**src/rtl/apb_csr_master.sv**
```systemverilog
// APB initiator for the ALU CSR slave: one host command at a time becomes a
// SETUP/ACCESS transfer, answered by a one-cycle response pulse.
//
// state  | meaning
// IDLE   | bus parked, cmd_ready high, waiting for a host command
// SETUP  | sel high, en low, address/control/write data presented
// ACCESS | sel and en high, waiting on ready or the timeout
module apb_csr_master #(
    parameter int ADDR_WIDTH     = 3,
    parameter int APB_BUS_SIZE   = 32,
    parameter int TIMEOUT_CYCLES = 16
) (
    input  logic                    clk,
    input  logic                    rst_n,
    input  logic                    cmd_valid,
    output logic                    cmd_ready,
    input  logic                    cmd_write,
    input  logic [ADDR_WIDTH-1:0]   cmd_addr,
    input  logic [APB_BUS_SIZE-1:0] cmd_wdata,
    output logic                    rsp_valid,
    output logic [APB_BUS_SIZE-1:0] rsp_rdata,
    output logic                    rsp_err,
    output logic                    rsp_timeout,
    output logic [ADDR_WIDTH-1:0]   addr,
    output logic                    sel,
    output logic                    en,
    output logic                    write,
    output logic [APB_BUS_SIZE-1:0] wdata,
    input  logic [APB_BUS_SIZE-1:0] rdata,
    input  logic                    ready,
    input  logic                    slv_err
);

    typedef enum logic [1:0] {
        IDLE   = 2'd0,
        SETUP  = 2'd1,
        ACCESS = 2'd2
    } state_t;

    // TIMEOUT_CYCLES of zero leaves the transfer waiting on ready forever.
    localparam bit        TO_EN   = (TIMEOUT_CYCLES != 0);
    localparam logic [7:0] TO_LAST = 8'(TIMEOUT_CYCLES - 1);

    state_t     state;
    logic [7:0] to_cnt;
    logic       to_hit;

    assign to_hit = TO_EN && (to_cnt == TO_LAST);

    always_ff @(posedge clk or negedge rst_n) begin
        if (!rst_n) begin
            state       <= IDLE;
            cmd_ready   <= 1'b1;
            sel         <= 1'b0;
            en          <= 1'b0;
            write       <= 1'b0;
            addr        <= '0;
            wdata       <= '0;
            rsp_valid   <= 1'b0;
            rsp_rdata   <= '0;
            rsp_err     <= 1'b0;
            rsp_timeout <= 1'b0;
            to_cnt      <= 8'd0;
        end else begin
            rsp_valid <= 1'b0;
            case (state)
                IDLE: begin
                    if (cmd_valid && cmd_ready) begin
                        state     <= SETUP;
                        cmd_ready <= 1'b0;
                        sel       <= 1'b1;
                        en        <= 1'b0;
                        write     <= cmd_write;
                        addr      <= cmd_addr;
                        wdata     <= cmd_wdata;
                    end
                end
                SETUP: begin
                    state  <= ACCESS;
                    en     <= 1'b1;
                    to_cnt <= 8'd0;
                end
                ACCESS: begin
                    // ready wins over a timeout landing in the same cycle
                    if (ready) begin
                        state       <= IDLE;
                        cmd_ready   <= 1'b1;
                        sel         <= 1'b0;
                        en          <= 1'b0;
                        rsp_valid   <= 1'b1;
                        rsp_err     <= slv_err;
                        rsp_timeout <= 1'b0;
                        rsp_rdata   <= (!write && !slv_err) ? rdata : '0;
                    end else if (to_hit) begin
                        state       <= IDLE;
                        cmd_ready   <= 1'b1;
                        sel         <= 1'b0;
                        en          <= 1'b0;
                        rsp_valid   <= 1'b1;
                        rsp_err     <= 1'b1;
                        rsp_timeout <= 1'b1;
                        rsp_rdata   <= '0;
                    end else begin
                        to_cnt <= to_cnt + 8'd1;
                    end
                end
                default: begin
                    state     <= IDLE;
                    cmd_ready <= 1'b1;
                    sel       <= 1'b0;
                    en        <= 1'b0;
                end
            endcase
        end
    end

endmodule

```
**config.mk**
```make
export PLATFORM = sky130hd
export DESIGN_NAME = apb_csr_master
export DESIGN_NICKNAME = d
export VERILOG_FILES = /design/src/rtl/apb_csr_master.sv
export SDC_FILE = /design/constraint.sdc
export NUM_CORES = 1
export LEC_CHECK = 0
export ABC_AREA = 1
export CAP_MARGIN = 20
export CORE_MARGIN = 3
export CORE_UTILIZATION = 30
export DETAILED_ROUTE_END_ITERATION = 8
export HOLD_SLACK_MARGIN = 0.15
export PLACE_DENSITY_LB_ADDON = 0.3
export SYNTH_ARGS = -nofsm -noshare
export SYNTH_HDL_FRONTEND = slang
export SYNTH_SLANG_ARGS = --single-unit
```
**constraint.sdc**
```tcl
create_clock -name clk -period 3.1 [get_ports clk]
set_input_delay 0.775 -clock clk [delete_from_list [all_inputs] [get_ports clk]]
set_output_delay 0.775 -clock clk [all_outputs]
set_load 0.01 [all_outputs]
```
==> results of run 1 <==
## sequential cells by signal (all words and copies together), names as in the netlist, 2 cells and up
| register | flops |
|---|---|
| state | 2 |
| rsp_rdata | 32 |
| addr | 3 |
| to_cnt | 8 |
| wdata | 32 |
## worst min path at each step
stage / end / slack (ps)
5_1_grt: wdata[30] / 490
4_1_cts: wdata[3] / 480
6_report: wdata[30] / 460
3_5_place_dp: rsp_rdata[8] / 460
2_1_floorplan: cmd_ready / 470
3_3_place_gp: rsp_rdata[21] / 450
## cell families after synthesis
family / count (synthesis)
XOR/XNOR: 3
buffers and inverters: 32
flip-flops: 83
adder cells (fa/ha/maj): 1
AO/OA/AOI/OAI: 6
AND/OR/NAND/NOR: 261
## area by class of cell
type | count | area share, %
repair buffers | 149 | 28.5
inverters | 15 | 1.07
flip-flops and latches | 83 | 39.6
multi-input cells | 271 | 21.6
clock buffers | 11 | 4.63
clock inverters | 5 | 1.17
well taps | 140 | 3.34
## routing by layer
| metal | GRT usage [%] | up-vias | part of all wire [%] | routed length, um |
|---|---|---|---|---|
| met5 | 0 | - | 0 | 0 |
| met4 | 4.81 | 0 | 1.7 | 150 |
| met3 | 7.12 | 13 | 9.8 | 861 |
| met2 | 21.7 | 107 | 46 | 3990 |
| met1 | 18.2 | 1374 | 43 | 3750 |
| li1 | - | 1477 | - | - |
## cells in the mapped netlist (all sizes together)
cell type | number | area, sq um
xor2 | 2 | 17.5
dfstp | 1 | 26.3
buf | 12 | 87.6
inv | 15 | 56.3
nor3 | 2 | 21.3
ha | 1 | 12.5
dfrtp | 82 | 2050
nand4 | 1 | 6.26
nand2 | 206 | 778
xnor2 | 1 | 8.76
a21oi | 2 | 13.8
nand3 | 43 | 215
clkbuf | 5 | 18.8
nor2 | 9 | 41.3
o21ai | 4 | 20.0
## power breakdown
| group | total, mW | internal, mW | switching (mW) |
|---|---|---|---|
| clock network | 1.08 | 0.649 | 0.429 |
| logic | 1.73 | 0.892 | 0.835 |
| registers | 1.69 | 1.47 | 0.217 |
| total | 4.49 | 3.01 | 1.48 |
## stage by stage
stage               cell area, sq um  utilization, %  worst slack, ps  instances
floorplan                       3380               -             1550        386
global placement                4940            45.2              840        658
detailed placement              4940            45.2              792        658
CTS                             5240            47.9              891        674
global route                    5240            47.9              871        674
finish                          5240            47.9              913        674
## worst register-to-register path, delay by kind of cell (launching register included)
kind | cells | cell delay [ps]
flip-flops | 1 | 380
AND/OR/NAND/NOR | 5 | 860
adder cells (fa/ha/maj) | 1 | 180
AO/OA/AOI/OAI | 1 | 330
==> metrics.md, run 1 <==
| Metric | Value |
|---|---|
| PnR Total Power | 4.49 mW |
| # clock sinks | 83 |
| Initial Util | 30.9% |
| Final layout net count | 603 |
| Least-Margin Pin Slew | 1000 ps |
| Compound-Gate Fraction of Synth Area | 1.00% |
| Unique cell type count in the Yosys netlist | 22 |
| CP max FO | 3 |
| Final ANT Viol Nets | 0 |
| Die Y | 112 um |
| Fill cells | 1084 |
| R2R Setup Slk | 1260 ps |
| Initial antenna violation count | 0 |
| Buf/Inv on CP | 1 |
| Commonest non-fill, non-tap cell in the layout | nand2_1 |
| Synth Area in XOR/XNOR | 0.778% |
| Ratio of cells with drive above 1 in the final layout | 5.24% |
| Static Leak | 2.60 nW |
| CP Cell Sequence | clkdlybuf4s50_1 |
| CTS tree | done |
| Slew Limit Fails | 0 |
| Final setup violation count | 0 |
| RSZ-0062 raised after global routing | no |
| Mapped Nets | 460 |
| Min-Delay Path Class | in -> async |
| Slew margin rel. | 33.0% |
| Arrival time at the worst endpoint | 1410 ps |
| Ys Warns | 0 |
| Cts hold-fix bufs | 0 |
| Clock transition at path regs | 60 ps |
| Gpl congestion | 0.842 |
| Mapped Avg Cell Area | 8.75 sq um |
| Drt first-iter violations | 171 |
| Crit path from | cmd_ready |
| Adder-cell area share of the yosys netlist | 0.371% |
| R2R depth | 7 |
| Routed WL | 8.75 mm |
| Core Area | 10900 sq um |
| Multiplexer share of the synthesized area | 0% |
| DIE WIDTH | 112 um |
| Footprint of the multi-input gates | 1130 sq um |
| Cells after Synth | 386 |
| Antenna diode count | 0 |
| Seq. cell area | 2080 sq um |
| DR vias/cell | 4.41 |
| Routed len/inst | 13.0 um |
| Postcts setup bufs | 0 |
| Critical path required time | 2320 ps |
| Total grt overflow | 0 |
| CTS buffer count | 9 |
| DRC | 0 |
| Worst vdd ir | 0.000450 V |
| Clk root buf | clkbuf_16 |
| Die area | 12600 sq um |
| Crit path to | cmd_ready |
| Largest family of logic cells by synthesized area | simple AND/OR/NAND/NOR gates |
| Final Hold Viols | 0 |
| Slowest cell delay on critical path | 550 ps |
| Critical Path Source Type | flip-flop |
| Max-cap viol count | 0 |
| Worst flop-to-flop path endpoint | rsp_timeout |
| Layout area overhead | 55.3% |
| Post-Synth Simple-Gate Area | 31.5% |
| Final Cycle Share | 70.5% |
| Number of global-route vias before repair | 3046 |
| Fin crit period | 2190 ps |
| Setup TNS | 0 ps |
| Worst-case clock buffer depth | 2 |
| Post-DP HPWL | 6.08 mm |
| Total GRT Usage | 14.4% |
| Pwr dens | 857 nW/um^2 |
| TritonRoute pass-1 iters | 4 |
| Worst path depth | 1 |
| Largest net degree at the start of global routing | 84 |
| Reg2Reg Launch Point | to_cnt[0] |
| Kind of critical path | reg -> out |
| Outcome | completed |
| Hold WS | 456 ps |
| Most frequent cells in the layout | nand2_1, clkdlybuf4s50_1, dfrtp_1, nand3_1, inv_1 |
| Yosys reg bits | 83 |
| PortBufs | 146 |
| Final Skew | 7.42 ps |
| H-tree depth | 3 |
| PostCTS Resize Cnt | 0 |
| # IOs | 147 |
| Crit path max-delay family | flip-flops |
| Row cnt | 38 |
| CP max stage cell | dfstp_2 |
| Mapped Area | 3380 sq um |
| Worst skew pair latency | 330 ps |
| Crit. End Element | output pin |
| First-pass GRT wire length | 14.8 mm |
| Sequential element share of the synthesized area | 61.6% |
| Fmax | 457 MHz |
| DR vias | 2971 |
Note: power is estimated with default switching activity, not from simulation.
==> inputs of run 2 (changes only) <==
==> constraint.sdc (replaced) <==
create_clock -name clk -period 2.1 [get_ports clk]
set_input_delay 0.525 -clock clk [delete_from_list [all_inputs] [get_ports clk]]
set_output_delay 0.525 -clock clk [all_outputs]
set_load 0.01 [all_outputs]
==> metrics.md, run 2 (synthesis gave the netlist of run 1 again) <==
| Metric | Value |
|---|---|
| Crit path from | cmd_ready |
| Comb power frac | 38.7% (+0.3 points) |
| Slew margin rel. | 61.3% (+28 points) |
| Crit path max-delay family | flip-flops |
| Least-Margin Pin Slew | 580 ps (-424 ps) |
| Most frequent cells in the layout | nand2_1, clkdlybuf4s50_1, dfrtp_1, nand3_1, inv_1 |
| Postcts setup bufs | 0 (unchanged) |
| Final Skew | 8.28 ps (+0.858 ps) |
| RSZ-0062 raised after global routing | no |
| Kind of critical path | reg -> out |
| CP Cell Sequence | clkdlybuf4s50_1 |
| Fill cells | 1068 (-1.5%) |
| CTS buffer count | 9 (unchanged) |
| Final Cycle Share | 91.9% |
| Crit path to | cmd_ready |
| CP max stage cell | dfstp_2 |
| Static Leak | 2.63 nW (+1.4%) |
| Buf/Inv on CP | 1 (unchanged) |
| Die area | 12600 sq um (unchanged) |
| Fin crit period | 1930 ps |
| Clk root buf | clkbuf_16 |
| H-tree depth | 3 (unchanged) |
| Switching part of the total | 32.0% (-0.93 points) |
| DR vias | 2941 (-1.0%) |
| Initial antenna violation count | 0 (unchanged) |
| Internal power | 4.58 mW (+52%) |
| Clock transition at path regs | 60 ps (about the same) |
| Slowest cell delay on critical path | 540 ps (about the same) |
| Pwr dens | 1270 nW/um^2 (+48%) |
| Ratio of cells with drive above 1 in the final layout | 5.58% (+0.33 points) |
| Setup TNS | 0 ps (unchanged) |
| PostCTS Resize Cnt | 0 (unchanged) |
| Largest regs | rsp_rdata: 32 flops, wdata: 32 flops, to_cnt: 8 flops |
| Slew Limit Fails | 0 (unchanged) |
| Total GRT Usage | 14.0% (-0.45 points) |
| Routed len/inst | 12.8 um (-1.6%) |
| Worst-case clock buffer depth | 2 (unchanged) |
| Layout area overhead | 57.5% |
| Reg power frac | 36.8% (-0.8 points) |
| Fmax | 518 MHz |
| Max-cap viol count | 0 (unchanged) |
| R2R Setup Slk | 430 ps (-830 ps) |
| Final setup violation count | 0 (unchanged) |
| CTS tree | done |
| Largest net degree at the start of global routing | 46 (-45%) |
| Min-Delay Path Class | in -> async |
| Total grt overflow | 0 (unchanged) |
| Outcome | completed |
| Critical path required time | 1570 ps (-750 ps) |
| DIE WIDTH | 112 um (unchanged) |
| P_sw | 2.16 mW (+46%) |
| DR vias/cell | 4.34 (-1.6%) |
| Worst flop-to-flop path endpoint | to_cnt[7] |
| Reg2Reg Launch Point | to_cnt[1] |
| Critical Path Source Type | flip-flop |
| Core Area | 10900 sq um (unchanged) |
| # IOs | 147 (unchanged) |
| Crit. End Element | output pin |
| Antenna diode count | 0 (unchanged) |
| DRC | 0 (unchanged) |
| Final layout net count | 607 (+0.66%) |
| Worst path depth | 1 (unchanged) |
| Worst skew pair latency | 330 ps (about the same) |
| Cts hold-fix bufs | 0 (unchanged) |
| First-pass GRT wire length | 14.3 mm (-3.4%) |
| CP max FO | 3 (unchanged) |
| R2R depth | 8 (+1) |
| Arrival time at the worst endpoint | 1410 ps (about the same) |
| TritonRoute pass-1 iters | 4 (unchanged) |
| # clock sinks | 83 (unchanged) |
| Initial Util | 30.9% (unchanged) |
| Number of global-route vias before repair | 2970 (-2.5%) |
| PnR Total Power | 6.74 mW (+50%) |
| Gpl congestion | 0.826 (-1.8%) |
| Routed WL | 8.67 mm (-1.0%) |
| Commonest non-fill, non-tap cell in the layout | nand2_1 |
| PortBufs | 146 (unchanged) |
| Worst vdd ir | 0.000530 V (+18%) |
| Die Y | 112 um (unchanged) |
| Final Hold Viols | 0 (unchanged) |
| Final ANT Viol Nets | 0 (unchanged) |
| Post-DP HPWL | 6.18 mm (+1.5%) |
| Drt first-iter violations | 104 (-39%) |
| Clock power share | 24.5% (+0.5 points) |
| Row cnt | 38 (unchanged) |
## run 2: changes by cell type in the layout (fill, tap and decap cells not counted)
cell and change:
buf_12 +3, buf_4 +1, bufinv_16 +1, clkbuf_1 +2, clkbuf_8 -1, clkinvlp_4 -1, inv_6 -1
## run 2: worst min path at each step
| stage | start | endpoint | slack (ps) | depth (start not counted) |
|---|---|---|---|---|
| 2_1_floorplan | rst_n | addr[0] | 230 | 0 |
| 3_3_place_gp | rsp_rdata[3] | rsp_rdata[3] | 460 | 2 |
| 3_5_place_dp | rsp_rdata[27] | rsp_rdata[27] | 460 | 2 |
| 4_1_cts | rst_n | wdata[3] | 210 | 1 |
| 5_1_grt | rst_n | wdata[3] | 210 | 1 |
| 6_report | rst_n | wdata[3] | 190 | 1 |
## run 2: area by class of cell
type                       instances  area (sq um)  share of cell area, %
sequential                        83          2080                   39.1
inverter                          15          56.3                   1.06
clock inverter                     4          75.1                   1.41
multi-input combinational        271          1130                   21.3
clock buffer                      12           236                   4.45
timing repair buffer             153          1560                   29.4
tap                              140           175                   3.29
## run 2: power by group through the flow
stage | sequential (mW) | combinational (mW) | clock (mW)
floorplan | 2.74 | 0.881 | 0
global placement | 2.49 | 2.62 | 0
global route | 2.56 | 2.87 | 1.77
detailed placement | 2.50 | 2.65 | 0
finish | 2.48 | 2.61 | 1.65
CTS | 2.49 | 2.66 | 1.70
## run 2: per-layer routing
layer	vias up	wire, um	track usage, %
met4	0	56	4.81
met2	100	4040	22.3
li1	1488	-	-
met3	4	825	6.20
met1	1349	3740	17.0
met5	-	0	0
## run 2: metrics by stage
stage               setup slack, ps  area, sq um  instances  util, %  hold WS, ps
global placement                245         5010        662     45.8          455
floorplan                       718         3380        386        -          229
CTS                             148         5320        678     48.6          209
global route                    128         5320        678     48.6          214
finish                          170         5320        678     48.6          186
detailed placement              219         5010        662     45.8          458
==> patch (config.mk and constraints of run 2) <==
The parameter `APB_BUS_SIZE` goes from 32 to 64.
--- a/src/rtl/apb_csr_master.sv
+++ b/src/rtl/apb_csr_master.sv
@@ -7,7 +7,7 @@
 // ACCESS | sel and en high, waiting on ready or the timeout
 module apb_csr_master #(
     parameter int ADDR_WIDTH     = 3,
-    parameter int APB_BUS_SIZE   = 32,
+    parameter int APB_BUS_SIZE   = 64,
     parameter int TIMEOUT_CYCLES = 16
 ) (
     input  logic                    clk,
Interface: changed (resized cmd_wdata, rdata, rsp_rdata and wdata); port bits go from 147 to 275. No check against the original RTL was run, so the function may have changed too.
==> patch against run 2 <==
Design area up 79%. Count of clock-buffer cells in the layout up 7. Sequential cell count up 64. Critical path depth unchanged. Wire length up 100%. Clock skew down 1.9 ps. Setup slack worse by 91 ps. Total power up 92%. Worst hold slack better by 280 ps. Area after synthesis up 72%. First-iteration DRC count up 140%. Critical endpoint unchanged. Largest cell class unchanged.
==> patch: results (changes against run 2) <==
metric,value,unit,change
setup TNS,0,ps,unchanged
worst min path class,register to register,,
largest net degree at the start of global routing,68,,+48%
DP Area,8916,sq um,+78%
vias per cell,4.370,,+0.75%
GP Congestion,0.7833,,-5.2%
async set-reset flop share out of synthesis,100.0,%,unchanged
Setup Skew,6.429,ps,-1.850 ps
Max Buffers Root-to-Sink,2,,unchanged
CTS Buf Count,17,,+8
wire per inst,14.57,microns,+14%
status,finished clean,,
Regs by FF count,"rsp_rdata: 64 flops, wdata: 64 flops, to_cnt: 8 flops",,
HPWL after DPL,12260,microns,+98%
CP Max Fanout,3,,unchanged
Leak,4.595,nW,+75%
gr usage total,16.56,%,+2.6 points
drt first pass iters,5,,+1
H-Tree Level Count,4,,+1
vias in the first global route,5138,,+73%
drt first-iter violations,250,,+140%
port bufs,274,,+88%
Slew @ Worst Pin,411.1,ps,-168.9 ps
Max IR drop VDD,0.5524,mV,+4.2%
first-pass GRT wire length,28120,microns,+96%
share of post-route cells with drive strength above 1,5.932,%,+0.36 points
"Clk Latency, worst-skew pair",410,ps,+80 ps
sequential share of the synthesized area,63.21,%,+1.6 points
Clock Tree Root,clkbuf_16,,
Synth Net Count,798,,+73%
number of distinct library cells after synthesis,20,,-9.1%
Synth top cells by count,"nand2_1 (359), dfrtp_1 (146), nand3_1 (80)",,
Critical Path AT,1500,ps,+90 ps
Layout Nets,1069,,+76%
leading post-synthesis cells by cell area,"dfrtp_1 (63%), nand2_1 (23%), nand3_1 (6.9%)",,
==> patch: where the power goes <==
part	internal (mW)	switching [mW]
registers	4.06	0.699
clock network	1.77	1.27
logic	2.85	2.30
total	8.69	4.27
==> patch: cell type report <==
cell class	count	area (sq um)
clock buffers	19	432.9
fillers	1806	9380
flip-flops and latches	147	3681
well taps	260	325.3
clock inverters	13	152.6
repair buffers	288	2952
multi-input cells	466	1928
inverters	11	41.29
==> patch: path summary, 6_finish.rpt <==
path                                start       endpoint  slack, ps  cells past startpoint
worst max-delay path            cmd_ready      cmd_ready         80                      1
worst min-delay path            wdata[36]      wdata[36]        470                      2
worst max register to register  to_cnt[0]      to_cnt[7]        400                      6
worst min register to register  wdata[36]      wdata[36]        470                      2
max in group asynchronous           rst_n      cmd_ready        920                      3
min in group asynchronous           rst_n  rsp_rdata[41]        590                      2
==> patch: logic make-up after synthesis <==
family,after synthesis,share of synthesized area [%]
AOI/OAI and AO/OA,9,0.8812
xor gates and xnor gates,4,0.6019
adders and majority gates,1,0.2149
buffers and inverters,47,3.761
DFF,147,63.21
and+or+nand+nor,452,31.33
==> patch: routing by layer <==
layer	vias to the layer above	global-route usage, %	share of wire, %
met3	14	7.808	12
met4	0	4.891	1.3
li1	2601	-	-
met5	-	0	0
met1	2418	21.45	42
met2	229	24.89	45
==> patch: what timing repair did <==
action	CTS	global route
hold buffers	1	0
resized for setup	0	1
hold endpoints to repair	34	0
setup endpoints to repair	0	1
==> patch: stage by stage <==
stage / worst slack (ps) / std cells
2_1_floorplan: 624.9 / 660
3_3_place_gp: 238.6 / 1171
3_5_place_dp: 201.0 / 1171
4_1_cts: 15.40 / 1204
5_1_grt: 32.05 / 1204
6_report: 78.80 / 1204
